<file path="config.mk">
export PLATFORM = sky130hd
export DESIGN_NAME = writeback_queue_flat
export DESIGN_NICKNAME = d
export VERILOG_FILES = /design/src/rtl/writeback_queue_if.sv /design/src/rtl/writeback_queue.sv /design/src/flat_wrapper.sv
export SDC_FILE = /design/constraint.sdc
export NUM_CORES = 1
export LEC_CHECK = 0
export ABC_CLOCK_PERIOD_IN_PS = 2200
export BUFFER_PORTS_ARGS = -buffer_cell sky130_fd_sc_hd__buf_2
export CORE_ASPECT_RATIO = 1.1
export CORE_UTILIZATION = 41
export DETAILED_ROUTE_END_ITERATION = 10
export MAX_ROUTING_LAYER = met4
export SYNTH_ARGS = -nofsm -noshare
export SYNTH_HDL_FRONTEND = slang
export SYNTH_SLANG_ARGS = --single-unit
</file>
<file path="constraint.sdc">
create_clock -name clk -period 2.2 [get_ports clk]
set_clock_uncertainty 0.05 [all_clocks]
set_input_delay 0.33 -clock clk [delete_from_list [all_inputs] [get_ports clk]]
set_output_delay 0.33 -clock clk [all_outputs]
set_load 0.005 [all_outputs]
</file>
<file path="src/rtl/writeback_queue_if.sv">
// Producer (ALU/load) and register-file write bundle for writeback_queue.
// master = producers + register file side, slave = the queue.
interface writeback_queue_if #(
   parameter int DATA_W = 32,
   parameter int ADDR_W = 5
);
   logic              alu_valid;
   logic [ADDR_W-1:0] alu_rd;
   logic [DATA_W-1:0] alu_data;
   logic              alu_ready;
   logic              load_valid;
   logic [ADDR_W-1:0] load_rd;
   logic [DATA_W-1:0] load_data;
   logic              load_ready;
   logic              register_write_valid;
   logic [ADDR_W-1:0] write_reg;
   logic [DATA_W-1:0] reg_write_data;

   modport master (
      output alu_valid, alu_rd, alu_data,
      output load_valid, load_rd, load_data,
      input  alu_ready, load_ready,
      input  register_write_valid, write_reg, reg_write_data
   );

   modport slave (
      input  alu_valid, alu_rd, alu_data,
      input  load_valid, load_rd, load_data,
      output alu_ready, load_ready,
      output register_write_valid, write_reg, reg_write_data
   );
endinterface

</file>
<file path="src/rtl/writeback_queue.sv">
// In-order writeback FIFO feeding the register file, with rs1/rs2 hazard flags.
// Optional WB_FORWARD_EN adds youngest-match forwarding data outputs.
module writeback_queue #(
   parameter int DEPTH  = 4,
   parameter int DATA_W = 32,
   parameter int ADDR_W = 5
) (
   input  logic                   clk,
   input  logic                   reset,
   writeback_queue_if.slave       bus,
   input  logic                   wb_stall_i,
   input  logic [ADDR_W-1:0]      query_rs1_i,
   input  logic [ADDR_W-1:0]      query_rs2_i,
   output logic                   pending_rs1_o,
   output logic                   pending_rs2_o,
`ifdef WB_FORWARD_EN
   output logic [DATA_W-1:0]      fwd_data1_o,
   output logic [DATA_W-1:0]      fwd_data2_o,
`endif
   output logic [$clog2(DEPTH):0] count_o
);
   localparam int PW = $clog2(DEPTH);
   localparam int CW = PW + 1;
   localparam logic [ADDR_W-1:0] X31 = ADDR_W'(31);

   logic [ADDR_W-1:0] rd_q   [DEPTH];
   logic [DATA_W-1:0] data_q [DEPTH];
   logic [PW-1:0]     wr_ptr_q, wr_ptr_d;
   logic [PW-1:0]     rd_ptr_q, rd_ptr_d;
   logic [CW-1:0]     count_q, count_d;
   logic              vld_q, vld_d;
   logic [ADDR_W-1:0] wreg_q, wreg_d;
   logic [DATA_W-1:0] wdata_q, wdata_d;

   logic              full;
   logic              load_fire;
   logic              alu_fire;
   logic              push;
   logic              pop;
   logic [ADDR_W-1:0] in_rd;
   logic [DATA_W-1:0] in_data;

   assign full      = count_q == CW'(DEPTH);
   assign load_fire = bus.load_valid && !full;
   assign alu_fire  = bus.alu_valid && !full && !bus.load_valid;
   assign in_rd     = load_fire ? bus.load_rd : bus.alu_rd;
   assign in_data   = load_fire ? bus.load_data : bus.alu_data;
   // x31 is not writable: handshake completes, nothing is queued
   assign push      = (load_fire || alu_fire) && (in_rd != X31);
   assign pop       = !wb_stall_i && (count_q != '0);

   assign bus.load_ready           = !full;
   assign bus.alu_ready            = !full && !bus.load_valid;
   assign bus.register_write_valid = vld_q;
   assign bus.write_reg            = wreg_q;
   assign bus.reg_write_data       = wdata_q;
   assign count_o                  = count_q;

   always_comb begin
      wr_ptr_d = wr_ptr_q;
      rd_ptr_d = rd_ptr_q;
      vld_d    = 1'b0;
      wreg_d   = wreg_q;
      wdata_d  = wdata_q;
      if (pop) begin
         vld_d    = 1'b1;
         wreg_d   = rd_q[rd_ptr_q];
         wdata_d  = data_q[rd_ptr_q];
         rd_ptr_d = rd_ptr_q + 1'b1;
      end
      if (push) begin
         wr_ptr_d = wr_ptr_q + 1'b1;
      end
      count_d = count_q + CW'(push) - CW'(pop);
   end

   always_ff @(posedge clk or negedge reset) begin
      if (!reset) begin
         wr_ptr_q <= '0;
         rd_ptr_q <= '0;
         count_q  <= '0;
         vld_q    <= 1'b0;
         wreg_q   <= '0;
         wdata_q  <= '0;
         for (int i = 0; i < DEPTH; i++) begin
            rd_q[i]   <= '0;
            data_q[i] <= '0;
         end
      end else begin
         wr_ptr_q <= wr_ptr_d;
         rd_ptr_q <= rd_ptr_d;
         count_q  <= count_d;
         vld_q    <= vld_d;
         wreg_q   <= wreg_d;
         wdata_q  <= wdata_d;
         if (push) begin
            rd_q[wr_ptr_q]   <= in_rd;
            data_q[wr_ptr_q] <= in_data;
         end
      end
   end

   logic [1:0][ADDR_W-1:0] qry;
   logic [1:0]             hit;
`ifdef WB_FORWARD_EN
   logic [1:0][DATA_W-1:0] fwd;
`endif

   assign qry[0] = query_rs1_i;
   assign qry[1] = query_rs2_i;

   // Scan oldest to youngest so the last match is the youngest write
   always_comb begin : hazard_b
      logic [PW-1:0] idx;
      idx = '0;
      hit = '0;
`ifdef WB_FORWARD_EN
      fwd = '0;
`endif
      for (int i = 0; i < 2; i++) begin
         if (vld_q && wreg_q == qry[i]) begin
            hit[i] = 1'b1;
`ifdef WB_FORWARD_EN
            fwd[i] = wdata_q;
`endif
         end
         for (int k = 0; k < DEPTH; k++) begin
            idx = rd_ptr_q + PW'(k);
            if (CW'(k) < count_q && rd_q[idx] == qry[i]) begin
               hit[i] = 1'b1;
`ifdef WB_FORWARD_EN
               fwd[i] = data_q[idx];
`endif
            end
         end
         if (qry[i] == X31) begin
            hit[i] = 1'b0;
`ifdef WB_FORWARD_EN
            fwd[i] = '0;
`endif
         end
      end
   end

   assign pending_rs1_o = hit[0];
   assign pending_rs2_o = hit[1];
`ifdef WB_FORWARD_EN
   assign fwd_data1_o   = fwd[0];
   assign fwd_data2_o   = fwd[1];
`endif
endmodule

</file>
<file path="src/flat_wrapper.sv">
// flat-port wrapper written by rule: the top's interface ports become plain ports
module writeback_queue_flat 
#(
   parameter int DEPTH  = 4,
   parameter int DATA_W = 32,
   parameter int ADDR_W = 5
)
  (clk, reset, wb_stall_i, query_rs1_i, query_rs2_i, pending_rs1_o, pending_rs2_o, count_o, bus_alu_valid, bus_alu_rd, bus_alu_data, bus_load_valid, bus_load_rd, bus_load_data, bus_alu_ready, bus_load_ready, bus_register_write_valid, bus_write_reg, bus_reg_write_data);
  writeback_queue_if #(.DATA_W(DATA_W), .ADDR_W(ADDR_W)) bus_i ();
  input  logic clk;
  input  logic reset;
  input  logic wb_stall_i;
  input  logic [ADDR_W-1:0] query_rs1_i;
  input  logic [ADDR_W-1:0] query_rs2_i;
  output logic pending_rs1_o;
  output logic pending_rs2_o;
  output logic [$clog2(DEPTH):0] count_o;
  input wire logic [$bits(bus_i.alu_valid)-1:0] bus_alu_valid;
  input wire logic [$bits(bus_i.alu_rd)-1:0] bus_alu_rd;
  input wire logic [$bits(bus_i.alu_data)-1:0] bus_alu_data;
  input wire logic [$bits(bus_i.load_valid)-1:0] bus_load_valid;
  input wire logic [$bits(bus_i.load_rd)-1:0] bus_load_rd;
  input wire logic [$bits(bus_i.load_data)-1:0] bus_load_data;
  output wire logic [$bits(bus_i.alu_ready)-1:0] bus_alu_ready;
  output wire logic [$bits(bus_i.load_ready)-1:0] bus_load_ready;
  output wire logic [$bits(bus_i.register_write_valid)-1:0] bus_register_write_valid;
  output wire logic [$bits(bus_i.write_reg)-1:0] bus_write_reg;
  output wire logic [$bits(bus_i.reg_write_data)-1:0] bus_reg_write_data;
  assign bus_i.alu_valid = bus_alu_valid;
  assign bus_i.alu_rd = bus_alu_rd;
  assign bus_i.alu_data = bus_alu_data;
  assign bus_i.load_valid = bus_load_valid;
  assign bus_i.load_rd = bus_load_rd;
  assign bus_i.load_data = bus_load_data;
  assign bus_alu_ready = bus_i.alu_ready;
  assign bus_load_ready = bus_i.load_ready;
  assign bus_register_write_valid = bus_i.register_write_valid;
  assign bus_write_reg = bus_i.write_reg;
  assign bus_reg_write_data = bus_i.reg_write_data;
  writeback_queue #(.DEPTH(DEPTH), .DATA_W(DATA_W), .ADDR_W(ADDR_W)) u_core (.clk(clk), .reset(reset), .bus(bus_i), .wb_stall_i(wb_stall_i), .query_rs1_i(query_rs1_i), .query_rs2_i(query_rs2_i), .pending_rs1_o(pending_rs1_o), .pending_rs2_o(pending_rs2_o), .count_o(count_o));
endmodule
</file>
==> results.sh <==
export IMPL_clk_latency_ns=0.45
export IMPL_critPathLaunchType="register"
export IMPL_yosysTopAreaCell="dfrtp_1"
export IMPL_fp_dieW_um=146
export IMPL_clockRootBuffer="clkbuf_16"
export IMPL_setup_tns_ns=-35.47
export IMPL_place_ws_ns=-0.426
export IMPL_syn_num_nets=913
export IMPL_drt_wirelength_per_cell_um=23.3
export IMPL_drive_gt1_share_pct=64.9
export IMPL_max_slew_worst_pin_slew_ns=0.496
export IMPL_slew_viol_final=0
export IMPL_synth_warnings=0
export IMPL_area_delta_synth_final_pct=57.3
export IMPL_dp_cells=1265
export IMPL_power_mw=25.5
export IMPL_grt_max_degree=58
export IMPL_nNetsFinal=1164
export IMPL_crit_path_start="u_core.rd_ptr_q[0]$_DFFE_PN0P_"
export IMPL_cp_slowest_cell="dfrtp_4"
export IMPL_leakagePower_nw=5.84
export IMPL_antenna_left=0
export IMPL_postLayoutCoreUtil_pct=66.1
export IMPL_max_flop_register="u_core.data_q"
export IMPL_rsz0062_at_grt="true"
export IMPL_violations="setup timing"
export IMPL_layout_cells_non_filler=1374
export IMPL_drt_wl_total_mm=32.0
export IMPL_num_rows=57
export IMPL_vias=7762
export IMPL_synthesis_area_mm2=0.00936
export IMPL_routed_via_density=5.65
export IMPL_status="complete, but fails checks"
export IMPL_clockBufferDepth=2
export IMPL_crit_type="reg2out"
export IMPL_cts_tree="done"
export IMPL_grt_pass1_wl_mm=49.0
export IMPL_start_util_pct=42.1
export IMPL_whs_ns=0.194
export IMPL_slew_headroom_pct=66.0
export IMPL_critPathMaxFanout=12
export IMPL_path_cells="buf_12, buf_4, mux4_2, xnor2_1, nand4_1, o311a_1, a22oi_2, buf_2"
export IMPL_grtUsageTotal_pct=28.8
export IMPL_largest_reg_flops=128
export IMPL_crit_required_ns=1.82
export IMPL_clkTransAtPathRegs_ns=0.07
export IMPL_port_buffer_count=133
export IMPL_ys_seq_elements=193
export IMPL_rr_startpoint="u_core.count_o[2]$_DFF_PN0_"
export IMPL_hold_viol=0
export IMPL_ys_seq_area_share_pct=51.6
export IMPL_clock_sinks=193
export IMPL_ioPinCount=134
export IMPL_power_density_mw_per_mm2=1730
export IMPL_avgSynthCellArea_um2=11.5
export IMPL_finalCritPeriodShare_pct=136
export IMPL_period_needed_ns=3.00
export IMPL_synth_area_leaders="dfrtp_1 52%, mux4_2 12%, a21oi_1 8.1%"
export IMPL_synth_cell_types=32
export IMPL_arrival_ns=2.62
export IMPL_drt_drc_violations_left=0
export IMPL_core_mm2=0.0223
export IMPL_endpoint_kind="output pin"
export IMPL_finalWorstSetupSlack_ns=-0.799
export IMPL_grt_pass1_vias=8229
export IMPL_num_fill_cells=1559
export IMPL_finalInstanceArea_mm2=0.0147
export IMPL_antenna_found_initial=0
export IMPL_ir_worst_vdd_mv=0.887
export IMPL_place_gp_congestion=0.876
export IMPL_max_stage_delay_ns=0.52
export IMPL_die_area_mm2=0.0234
export IMPL_syn_inst=815
export IMPL_first_pass_iters=5
export IMPL_numCtsBuffers=17
export IMPL_hold_start="bus_alu_data[20]"
export IMPL_overflow=0
export IMPL_die_h_um=160
export IMPL_final_cell_mix="191 x dfrtp_1, 132 x buf_2, 131 x nor2_4"
export IMPL_layout_commonest_cell="dfrtp_1"
export IMPL_postPlaceCellArea_mm2=0.0110
export IMPL_setup_violations=152
export IMPL_clock_fmax_mhz=333
export IMPL_diodes=0
export IMPL_max_cap_violations=0
export IMPL_drt_iter0_markers=385
export IMPL_synth_top_area_share_pct=51.6
export IMPL_dp_hpwl_mm=14.6
export IMPL_htree_levels=4
export IMPL_hold_class="in2reg"
export IMPL_setup_reg_to_reg_worst_slack_ns=-0.30
-- cell usage after synthesis --
master and count:
ha_1 8, o31ai_1 1, xnor2_1 22, buf_2 37, and3_1 4, mux2i_1 39, a31oi_1 2, mux2_2 37
o211ai_1 1, nor3_1 1, nor2_1 149, nand3_1 8, buf_1 7, a211oi_1 4, inv_1 13, xor2_1 32
nand4_1 3, a21oi_1 151, o311a_1 1, o21ai_0 10, dfrtp_1 193, nand2_1 4, and4_1 1, clkinv_1 1
and2_1 5, a222oi_1 1, nor4_1 8, clkbuf_1 18, fa_1 1, mux4_2 50, a22oi_1 2, nor3b_4 1
-- kinds of logic (layout without fill, tap and decap cells) --
family / count (synthesis) / after routing / synth area share, %
fa+ha+maj: 9 / 9 / 1.28
xor+xnor: 54 / 54 / 5.05
simple gates: 184 / 184 / 8.25
mux: 126 / 126 / 20.7
flops: 193 / 193 / 51.6
buf+inv: 76 / 340 / 3.54
compound gates: 173 / 173 / 9.60
-- critical path: cells and delay by family, from the launching register on --
family / cells / cell delay (ns)
AND/OR/NAND/NOR: 1 / 0.12
multiplexers: 1 / 0.46
AO/OA/AOI/OAI: 2 / 0.48
buffers and inverters: 3 / 0.42
XOR/XNOR: 1 / 0.17
flip-flops: 1 / 0.52
-- power breakdown --
group | switching, mW | internal (mW) | total [mW] | leakage, nW
clock network | 1.52 | 1.63 | 3.16 | 0.280
logic | 6.90 | 8.18 | 15.1 | 3.43
registers | 1.87 | 5.38 | 7.25 | 2.13
-- timing repair --
| action | 4_1_cts | 5_1_grt |
|---|---|---|
| endpoints found under the hold margin | 52 | 0 |
| setup endpoints to repair | 180 | 155 |
| cloned | 37 | 2 |
| gates resized for setup | 424 | 64 |
| setup buffers | 39 | 10 |
| pin swaps | 30 | 24 |
| hold buffers | 1 | 0 |
-- metal layers --
| metal | track usage (%) | vias to the layer above | routed length, um |
|---|---|---|---|
| met3 | 4.09 | 84 | 1360 |
| met4 | 13.0 | 0 | 1290 |
| met5 | - | - | 0 |
| met1 | 34.1 | 3977 | 12400 |
| li1 | - | 3396 | - |
| met2 | 49.0 | 305 | 16900 |
-- area by class of cell --
class	count	area, um^2	area share (%)
Clock buffer	18	439	2.98
Clock inverter	14	149	1.01
Inverter	14	60.1	0.408
Multi-Input combinational cell	546	5850	39.7
Sequential cell	193	4830	32.8
Tap cell	295	369	2.51
Timing Repair Buffer	294	3020	20.5
-- final timing paths --
| kind | endpoint | depth (start not counted) |
|---|---|---|
| worst min register to register | u_core.bus.reg_write_data[23]$_DFFE_PN0P_ | 1 |
| worst max-delay path | pending_rs2_o | 8 |
| worst max register to register | u_core.data_q[107]$_DFFE_PN0P_ | 14 |
| max in group asynchronous | u_core.data_q[117]$_DFFE_PN0P_ | 3 |
| min in group asynchronous | u_core.rd_q[18]$_DFFE_PN0P_ | 2 |
| worst min-delay path | u_core.data_q[20]$_DFFE_PN0P_ | 3 |
No activity file was read; power rests on OpenSTA's default activity.
